File: config.mk
export PLATFORM = sky130hd
export DESIGN_NAME = interrupt_sequencer
export DESIGN_NICKNAME = d
export VERILOG_FILES = /design/src/rtl/interrupt_sequencer.sv
export SDC_FILE = /design/constraint.sdc
export NUM_CORES = 1
export LEC_CHECK = 0
export CAP_MARGIN = 10
export CORE_UTILIZATION = 44
export DETAILED_ROUTE_END_ITERATION = 12
export PLACE_DENSITY = 0.88
export SLEW_MARGIN = 10
export SYNTH_ARGS = -nofsm -noshare
export SYNTH_HDL_FRONTEND = slang
export SYNTH_SLANG_ARGS = --single-unit
File: constraint.sdc
create_clock -name clk -period 4.13 [get_ports clk]
set_input_delay 1.239 -clock clk [delete_from_list [all_inputs] [get_ports clk]]
set_output_delay 1.239 -clock clk [all_outputs]
set_load 0.03 [all_outputs]
File: src/rtl/interrupt_sequencer.sv
// Vectored interrupt sequencer between an 8-input interrupt controller and the CPU.
// Handles priority nesting, the status-clear write, and sharing the controller port with the CPU.
module interrupt_sequencer #(
   parameter logic [15:0] VECTOR_BASE  = 16'h0010,
   parameter int          VECTOR_SHIFT = 2,
   parameter int          HOLDOFF      = 2
) (
   input  logic        clk,
   input  logic        rst,
   input  logic        ic_int_rq,
   input  logic [2:0]  ic_int_addr,
   input  logic        int_enable,
   input  logic        cpu_ack,
   input  logic        cpu_reti,
   input  logic        cpu_ce,
   input  logic        cpu_wren,
   input  logic        cpu_ri_addr,
   input  logic [7:0]  cpu_wdata,
   output logic        cpu_irq,
   output logic [15:0] cpu_vector,
   output logic [7:0]  in_service,
   output logic        ic_ce,
   output logic        ic_wren,
   output logic        ic_ri_addr,
   output logic [7:0]  ic_wdata
);

   typedef enum logic [1:0] {
      IDLE,
      REQ,
      CLEAR,
      SETTLE
   } state_t;

   state_t      state;
   state_t      state_next;
   logic [2:0]  cur_addr;
   logic [2:0]  cur_addr_next;
   logic [7:0]  in_service_next;
   logic [3:0]  settle_cnt;
   logic [3:0]  settle_cnt_next;

   logic [2:0]  lowest_idx;
   logic [7:0]  lowest_bit;
   logic        eligible;
   logic        seq_write;

   // Lowest set in-service index is the priority currently being serviced.
   always_comb begin
      lowest_idx = 3'd0;
      for (int i = 7; i >= 0; i--) begin
         if (in_service[i]) begin
            lowest_idx = 3'(i);
         end
      end
   end

   assign lowest_bit = in_service & (~in_service + 8'd1);
   assign eligible   = ic_int_rq & int_enable &
                       ((in_service == 8'd0) | (ic_int_addr < lowest_idx));
   assign seq_write  = (state == CLEAR) & ~cpu_ce;

   always_ff @(posedge clk) begin
      if (rst) begin
         state      <= IDLE;
         cur_addr   <= 3'd0;
         in_service <= 8'd0;
         settle_cnt <= 4'd0;
      end else begin
         state      <= state_next;
         cur_addr   <= cur_addr_next;
         in_service <= in_service_next;
         settle_cnt <= settle_cnt_next;
      end
   end

   // Next-state and datapath updates; reti clears before a same-cycle ack sets.
   always_comb begin
      state_next      = state;
      cur_addr_next   = cur_addr;
      settle_cnt_next = settle_cnt;
      in_service_next = in_service;

      if (cpu_reti) begin
         in_service_next = in_service & ~lowest_bit;
      end

      unique case (state)
         IDLE: begin
            if (eligible) begin
               cur_addr_next = ic_int_addr;
               state_next    = REQ;
            end
         end
         REQ: begin
            if (cpu_ack) begin
               in_service_next = in_service_next | (8'h01 << cur_addr);
               state_next      = CLEAR;
            end else if (!int_enable) begin
               state_next = IDLE;
            end
         end
         CLEAR: begin
            if (!cpu_ce) begin
               settle_cnt_next = 4'(HOLDOFF);
               state_next      = SETTLE;
            end
         end
         SETTLE: begin
            settle_cnt_next = settle_cnt - 4'd1;
            if (settle_cnt <= 4'd1) begin
               state_next = IDLE;
            end
         end
         default: state_next = IDLE;
      endcase
   end

   assign cpu_irq    = (state == REQ);
   assign cpu_vector = VECTOR_BASE + (16'(cur_addr) << VECTOR_SHIFT);

   // The CPU always wins the controller port; the clear write simply waits in CLEAR.
   always_comb begin
      ic_ce      = 1'b0;
      ic_wren    = 1'b0;
      ic_ri_addr = 1'b0;
      ic_wdata   = 8'd0;
      if (cpu_ce) begin
         ic_ce      = 1'b1;
         ic_wren    = cpu_wren;
         ic_ri_addr = cpu_ri_addr;
         ic_wdata   = cpu_wdata;
      end else if (seq_write) begin
         ic_ce      = 1'b1;
         ic_wren    = 1'b1;
         ic_ri_addr = 1'b0;
         ic_wdata   = ~(8'h01 << cur_addr);
      end
   end

endmodule

; After elaboration in Yosys (flattened, before gate mapping)
; Cells that the tools add are included.
[op_classes]
div_mod_pow = 0
muxes = 25
bitwise_logic = 11
multipliers = 0
add_sub_neg = 3
reduce_logical = 6
n_shift = 1
eq_ne = 7
n_lt_le_gt_ge = 2
[op_table]
columns = op, n
row1 = $mux W8, 5
row2 = $mux W3, 8
row3 = $not A8 Y8, 3
row4 = $and A8 B8 Y8, 2
row5 = $mux W2, 5
row6 = $add A8 B1 Y8 const B, 1
row7 = $logic_not A8 Y1, 1
row8 = $or A8 B8 Y8, 1
row9 = $pmux W2 S4, 1
row10 = $pmux W4 S2, 1
row11 = $shl A1 B3 Y8 const A, 1
row12 = $add A5 B5 Y6 const A, 1
row13 = $ne A2 B2 Y1 const B, 3
row14 = $eq A2 B2 Y1 const B, 2
row15 = $le A4 B1 Y1 const B, 1
row16 = $mux W1, 4
row17 = $mux W4, 1
row18 = $reduce_and A2 Y1, 2
row19 = $reduce_and A4 Y1, 1
row20 = $sub A4 B1 Y4 const B, 1
row21 = $and A1 B1 Y1, 3
row22 = $lt A3 B3 Y1, 1
row23 = $ne A3 B3 Y1 const B, 1
row24 = $eq A2 B1 Y1 const B, 1
row25 = 4 further kinds, 4
[totals]
memories = 0
rom_bits = 0
latchBits = 0
output_inout_bits = 36
regBits = 17
in_bits = 20
ram_bits = 0
word_cells = 59

; Depth between registers and ports, before layout
; Gate-level depths: netlist of the first run.
[logic_depth]
word_depth = 13
ltp_mapped = 8
ltp_nobuf = 8

; Least setup slack after synthesis of the first run
; Ideal clock, no wire load.
[synth_timing]
path_type = in2out
start = input port cpu_ce
end = output port ic_wdata[5]
n_path_buf = 0
arrival_time_ns = 1.990
path_stages = 3
required_time_ns = 2.891
setup_slack_ns = 0.901
cell_sequence = nor2_1 > o21ai_0 > nand2_1
[synth_between]
elab_chain_len = 4
[synth_rtl]
columns = element, line_no
row1 = start: declaration, 15  ; input logic cpu_ce,
row2 = $not A1 Y1, 61  ; assign seq_write = (state == CLEAR) & ~cpu_ce;
row3 = $and A1 B1 Y1, 61
row4 = $mux W8, 133  ; end else if (seq_write) begin
row5 = $mux W8 (*), 128  ; if (cpu_ce) begin
row6 = end: declaration, 25  ; output logic [7:0] ic_wdata
; Every way passes the cells marked *; elsewhere a longest branch is shown, timed or not.

; Final worst setup path of the first run
; Same ends and word-level chain as after synthesis.

==> results of run 1 <==
## Yosys cell counts (5+ instances only)
library cell  instances  area share, %
a21oi_1               9            3.8
a22o_1                6            4.4
a22oi_1               5            3.2
buf_4                13            8.2
dfxtp_1              17             29
inv_1                 6            1.9
nand2_1              18            5.7
nand2b_1              8            4.2
nand3_1               5            2.1
nor2_1               20            6.3
o21ai_0              10            4.2
## area by class of cell
cell class	count	area, sq um
Clock inverter	1	5.00
Sequential cell	17	340
Clock buffer	3	22.5
Inverter	6	22.5
Multi-Input combinational cell	128	742
Fill cell	213	937
Timing Repair Buffer	44	415
Tap cell	30	37.5
## power groups by stage
stage	registers (mW)	logic [mW]	clock network (mW)
3_5_place_dp	0.180	0.115	0
2_1_floorplan	0.178	0.0830	0
5_1_grt	0.178	0.125	0.101
3_3_place_gp	0.180	0.113	0
4_1_cts	0.177	0.116	0.0949
6_report	0.177	0.115	0.0932
## layout by cell type, fill, tap and decap left out, types with 2 or more instances in the layout
master / netlist / final
or3_1: 2 / 2
a22o_1: 6 / 6
nor3_1: 3 / 3
nor2b_1: 3 / 3
conb_1: 1 / 12
ha_1: 4 / 4
clkdlybuf4s50_1: 0 / 34
nor4_1: 4 / 4
clkbuf_4: 0 / 3
o21ai_0: 10 / 10
dfxtp_1: 17 / 17
mux2i_1: 4 / 4
a21oi_1: 9 / 9
nand2_1: 18 / 18
nor2_1: 20 / 20
buf_4: 13 / 10
nand2b_1: 8 / 8
o31ai_1: 2 / 2
a22oi_1: 5 / 5
nand3_1: 5 / 5
inv_1: 6 / 6
## logic make-up (layout without fill, tap and decap cells)
group / count (synthesis) / after routing
AOI/OAI and AO/OA: 38 / 38
adders and majority gates: 4 / 4
buffers and inverters: 26 / 54
DFF: 17 / 17
muxes: 4 / 4
other: 1 / 12
and+or+nand+nor: 70 / 70
## sequential cells by signal, indices dropped and copies added (netlist names), named ones only
register / cells
cur_addr: 3
in_service: 8
settle_cnt: 4
state: 1
## routing by layer
layer  wire length (um)  global-route usage (%)  share of wire (%)
met4                 73                    13.7                2.6
met1               1250                    21.4                 44
met5                  0                       0                  0
met2               1300                    37.7                 46
met3                205                    3.95                7.3
## worst max-delay path: stages
cell	delay [ns]
clkdlybuf4s50_1	0.45
nor2_1	0.47
o21ai_0	0.19
nand2_1	0.11
buf_4	0.16
## path summary, 6_finish.rpt
| check | depth (start not counted) | to | from |
|---|---|---|---|
| min reg2reg | 2 | settle_cnt[1] | settle_cnt[1] |
| max reg2reg | 7 | cur_addr[0] | in_service[6] |
| max | 5 | ic_wdata[5] | cpu_ce |
| min | 2 | settle_cnt[1] | settle_cnt[1] |
==> summary.md, run 1 <==
| Metric | Value |
|---|---|
| Avg Vias per Cell | `5.26` |
| CTS tree | `done` |
| Clock transition at the registers of the reported paths | `0.10 ns` |
| Drc violations | `0` |
| Die area | `2920 sq um` |
| Clock sinks | `17` |
| Element type at the critical path start | `primary input` |
| Sum Neg Setup Slack | `0 ns` |
| Post-layout util | `62.8%` |
| Number of synthesized register bits | `17` |
| Vias | `1204` |
| XOR/XNOR Fraction of Synth Area | `0%` |
| Period utilisation layout | `93.3%` |
| Setup bufs post-CTS | `0` |
| Final WS setup | `0.278 ns` |
| CP Data Required Time | `2.89 ns` |
| EDFF count, synth | `0` |
| Worst Skew | `0.00397 ns` |
| WHS | `0.539 ns` |
| Final Cell Area | `1590 sq um` |
| Critical Path AT | `2.61 ns` |
| Ys async rst share | `0%` |
| Total GRT Usage | `20.7%` |
| Wire per inst | `12.3 um` |
| Dpl cells | `225` |
| H-tree depth | `1` |
| ANT cells | `0` |
| Sequential area share after synthesis | `28.6%` |
| Gate power share | `30.0%` |
| WS Path Type | `in -> out` |
| Post-DP HPWL | `2.15 mm` |
| Die height | `54.0 um` |
| Slew Viols, Final | `0` |
| Max-Cap Viols | `0` |
| RSZ-0062 raised after global routing | `no` |
| Post-Layout Cell Count | `229` |
| Post-synthesis compound-gate area fraction | `21.6%` |
| Simple logic cell fraction of the synthesized area | `29.3%` |
| Final setup vio count | `0` |
| Largest net degree at the start of global routing | `22` |
| Post-layout min period | `3.85 ns` |
| Post-synthesis instance area | `1190 sq um` |
| CTS Buffer Depth | `2` |
| Fmax | `260 MHz` |
| Worst slew pin tran | `0.669 ns` |
| IO buf count | `43` |
| Worst Hold Class | `reg -> reg` |
| Syn_area_per_cell | `7.44 sq um` |
| DP Area | `1560 sq um` |
| Switching portion of total power | `34.2%` |
| Outcome | `complete, no violations` |
| Sequential power share | `45.9%` |
| DRT iter0 DRCs | `18` |
| Maximum VDD drop | `166 uV` |
| Grt total ovfl | `0` |
| TritonRoute pass-1 iters | `6` |
| Initial antenna violation count | `0` |
| Total chip power | `0.385 mW` |
| Share of layout cells above drive strength 1 | `10.1%` |
| Crit path max fanout | `10` |
| Cell Pwr Density | `243 nW/um^2` |
| Die width | `54.0 um` |
| Most used DFF post-synth | `dfxtp_1` |
| Detail Route Antenna Nets | `0` |
| Vias in the first global route | `1076` |
| Leak | `0.644 nW` |
| Final Hold Vio Count | `0` |
| Adder-cell share of the synthesized area | `4.20%` |
| YS warnings | `0` |
| PostCTS Resize Cnt | `0` |
| Hold buffers post-CTS | `0` |
| Clock Power Share | `24.2%` |
| Clk root buf | `clkbuf_4` |
| Total CTS buffers | `3` |
| R2r setup slk | `2.01 ns` |
| Largest family of logic cells by synthesized area | `simple AND/OR/NAND/NOR gates` |
| Power Internal | `0.254 mW` |
| Yosys cell types | `34` |
| Multiplexer share of the synthesized area | `3.36%` |
| Area added between synthesis and finish | `33.1%` |
| Max_slew headroom | `55.3%` |
| NetSw | `0.132 mW` |
| Initial Util | `47.2%` |
| Cell count after synthesis | `160` |
| IO Count | `56` |
| Core ar. | `2520 sq um` |
| Setup crit end kind | `output port` |
| Final WL | `2.82 mm` |
| Worst skew pair latency | `0.30 ns` |
| Global-route wire length before repair | `4.28 mm` |
| Worst slack at placement | `0.253 ns` |
| Routability cong. | `0.861` |
| # rows | `18` |
| Nets | `224` |
No activity file was read; power rests on OpenSTA's default activity.
==> run 2: changes to the inputs <==
- PLACE_DENSITY: 0.88 -> 0.91
==> summary.md, run 2 (synthesis results as in run 1) <==
| Metric | Value |
|---|---|
| Most frequent cells in the layout | `clkdlybuf4s50_1 (34), nor2_1 (20), nand2_1 (18)` |
| ANT cells | `0 (unchanged)` |
| Die width | `54.0 um (unchanged)` |
| DRT iter0 DRCs | `30 (+12)` |
| Biggest register | `in_service` |
| Clock sinks | `17 (unchanged)` |
| Worst slew pin tran | `0.655 ns (-0.0136 ns)` |
| Detail Route Antenna Nets | `0 (unchanged)` |
| Die area | `2920 sq um (unchanged)` |
| Nets | `224 (unchanged)` |
| DP Area | `1560 sq um (unchanged)` |
| H-tree depth | `1 (unchanged)` |
| Slew Viols, Final | `0 (unchanged)` |
| Critical Path AT | `2.61 ns (about the same)` |
| # rows | `18 (unchanged)` |
| Die height | `54.0 um (unchanged)` |
| Period utilisation layout | `93.2% (about the same)` |
| Total CTS buffers | `3 (unchanged)` |
| Power Internal | `0.255 mW (+0.57%)` |
| Setup bufs post-CTS | `0 (unchanged)` |
| Switching portion of total power | `33.6% (-0.64 points)` |
| RSZ-0062 raised after global routing | `no` |
| Routability cong. | `0.807 (-6.3%)` |
| Crit path max fanout | `10 (unchanged)` |
| Clock transition at the registers of the reported paths | `0.10 ns (about the same)` |
| Setup crit end kind | `output port` |
| Sequential power share | `46.1% (+0.2 points)` |
| CTS Buffer Depth | `2 (unchanged)` |
| Worst Hold Class | `reg -> reg` |
| Max-Cap Viols | `0 (unchanged)` |
| Final Cell Area | `1580 sq um (about the same)` |
| Commonest non-fill, non-tap cell in the layout | `clkdlybuf4s50_1` |
| Total GRT Usage | `20.7% (-0.036 points)` |
| Cell Pwr Density | `242 nW/um^2 (-0.32%)` |
| Post-Layout Cell Count | `229 (unchanged)` |
| Leak | `0.641 nW (-0.42%)` |
| Largest net degree at the start of global routing | `22 (unchanged)` |
| Sum Neg Setup Slack | `0 ns (unchanged)` |
| Maximum VDD drop | `154 uV (-7.5%)` |
| Final setup vio count | `0 (unchanged)` |
| Avg Vias per Cell | `5.32 (+1.2%)` |
| Area added between synthesis and finish | `33.0% (about the same)` |
| WS Path Type | `in -> out` |
| Post-DP HPWL | `2.05 mm (-4.7%)` |
| Element type at the critical path start | `primary input` |
| Drc violations | `0 (unchanged)` |
| Gate power share | `29.8% (-0.2 points)` |
| NetSw | `0.129 mW (-2.3%)` |
| Final Hold Vio Count | `0 (unchanged)` |
| Initial Util | `47.2% (unchanged)` |
| PostCTS Resize Cnt | `0 (unchanged)` |
| CP Data Required Time | `2.89 ns (about the same)` |
| Max_slew headroom | `56.2% (+0.91 points)` |
| Core ar. | `2520 sq um (unchanged)` |
| Outcome | `complete, no violations` |
| Clk root buf | `clkbuf_4` |
| Hold buffers post-CTS | `0 (unchanged)` |
| Wire per inst | `11.8 um (-4.7%)` |
| TritonRoute pass-1 iters | `4 (-2)` |
| Post-layout min period | `3.85 ns (-0.00237 ns)` |
| Worst Skew | `0.00387 ns (-0.0000908 ns)` |
| IO buf count | `43 (unchanged)` |
| Largest regs | `in_service (8), settle_cnt (4), cur_addr (3)` |
| Global-route wire length before repair | `4.34 mm (+1.3%)` |
| Initial antenna violation count | `0 (unchanged)` |
| Share of layout cells above drive strength 1 | `9.55% (-0.50 points)` |
| Max reg flops | `8 (unchanged)` |
| Dpl cells | `225 (unchanged)` |
| Clock Power Share | `24.1% (about the same)` |
| CTS tree | `done` |
| Grt total ovfl | `0 (unchanged)` |
| IO Count | `56 (unchanged)` |
| Vias | `1218 (+1.2%)` |
| Worst skew pair latency | `0.30 ns (about the same)` |
| Vias in the first global route | `1050 (-2.4%)` |
| Final WL | `2.69 mm (-4.7%)` |
| Fmax | `260 MHz (about the same)` |
[run 2: layout make-up]
class / instances / area (sq um)
Fill cell: 223 / 938
Timing Repair Buffer: 44 / 415
Inverter: 6 / 22.5
Tap cell: 30 / 37.5
Clock buffer: 4 / 26.3
Multi-Input combinational cell: 128 / 742
Sequential cell: 17 / 340
[run 2: through the flow]
step           hold slack [ns]  utilization [%]  setup slack (ns)  power [mW]
3_5_place_dp             0.499             61.8             0.257       0.295
2_1_floorplan            0.467                -             0.901       0.261
5_1_grt                  0.558             62.8             0.167       0.404
6_report                 0.508             62.8             0.280       0.384
3_3_place_gp             0.488             61.8             0.326       0.294
4_1_cts                  0.512             62.8             0.253       0.387
[run 2: power groups by stage]
stage | combinational [mW] | clock [mW] | sequential (mW)
6_report | 0.115 | 0.0924 | 0.177
5_1_grt | 0.125 | 0.100 | 0.178
4_1_cts | 0.115 | 0.0954 | 0.177
3_5_place_dp | 0.115 | 0 | 0.181
3_3_place_gp | 0.113 | 0 | 0.180
2_1_floorplan | 0.0830 | 0 | 0.178
[run 2: path summary, 6_finish.rpt]
kind                                    start  cells past startpoint  slack, ns       endpoint
worst max-delay path                   cpu_ce                      5       0.28    ic_wdata[5]
worst min-delay path            settle_cnt[1]                      2       0.51  settle_cnt[1]
worst max register to register  in_service[6]                      7       2.04    cur_addr[0]
worst min register to register  settle_cnt[1]                      2       0.51  settle_cnt[1]
[run 2: worst max-delay path, cell delays in order]
cell and delay [ns]:
clkdlybuf4s50_1 0.45, nor2_1 0.46, o21ai_0 0.19, nand2_1 0.11, buf_4 0.15
[run 2: routing by layer]
| metal | wire, um | share of wire, % | global-route usage, % | vias up |
|---|---|---|---|---|
| met4 | 35 | 1.3 | 10.3 | 0 |
| met5 | 0 | 0 | 0 | - |
| met2 | 1260 | 47 | 35.4 | 65 |
| met3 | 290 | 11 | 3.11 | 4 |
| li1 | - | - | - | 613 |
| met1 | 1100 | 41 | 25.0 | 536 |
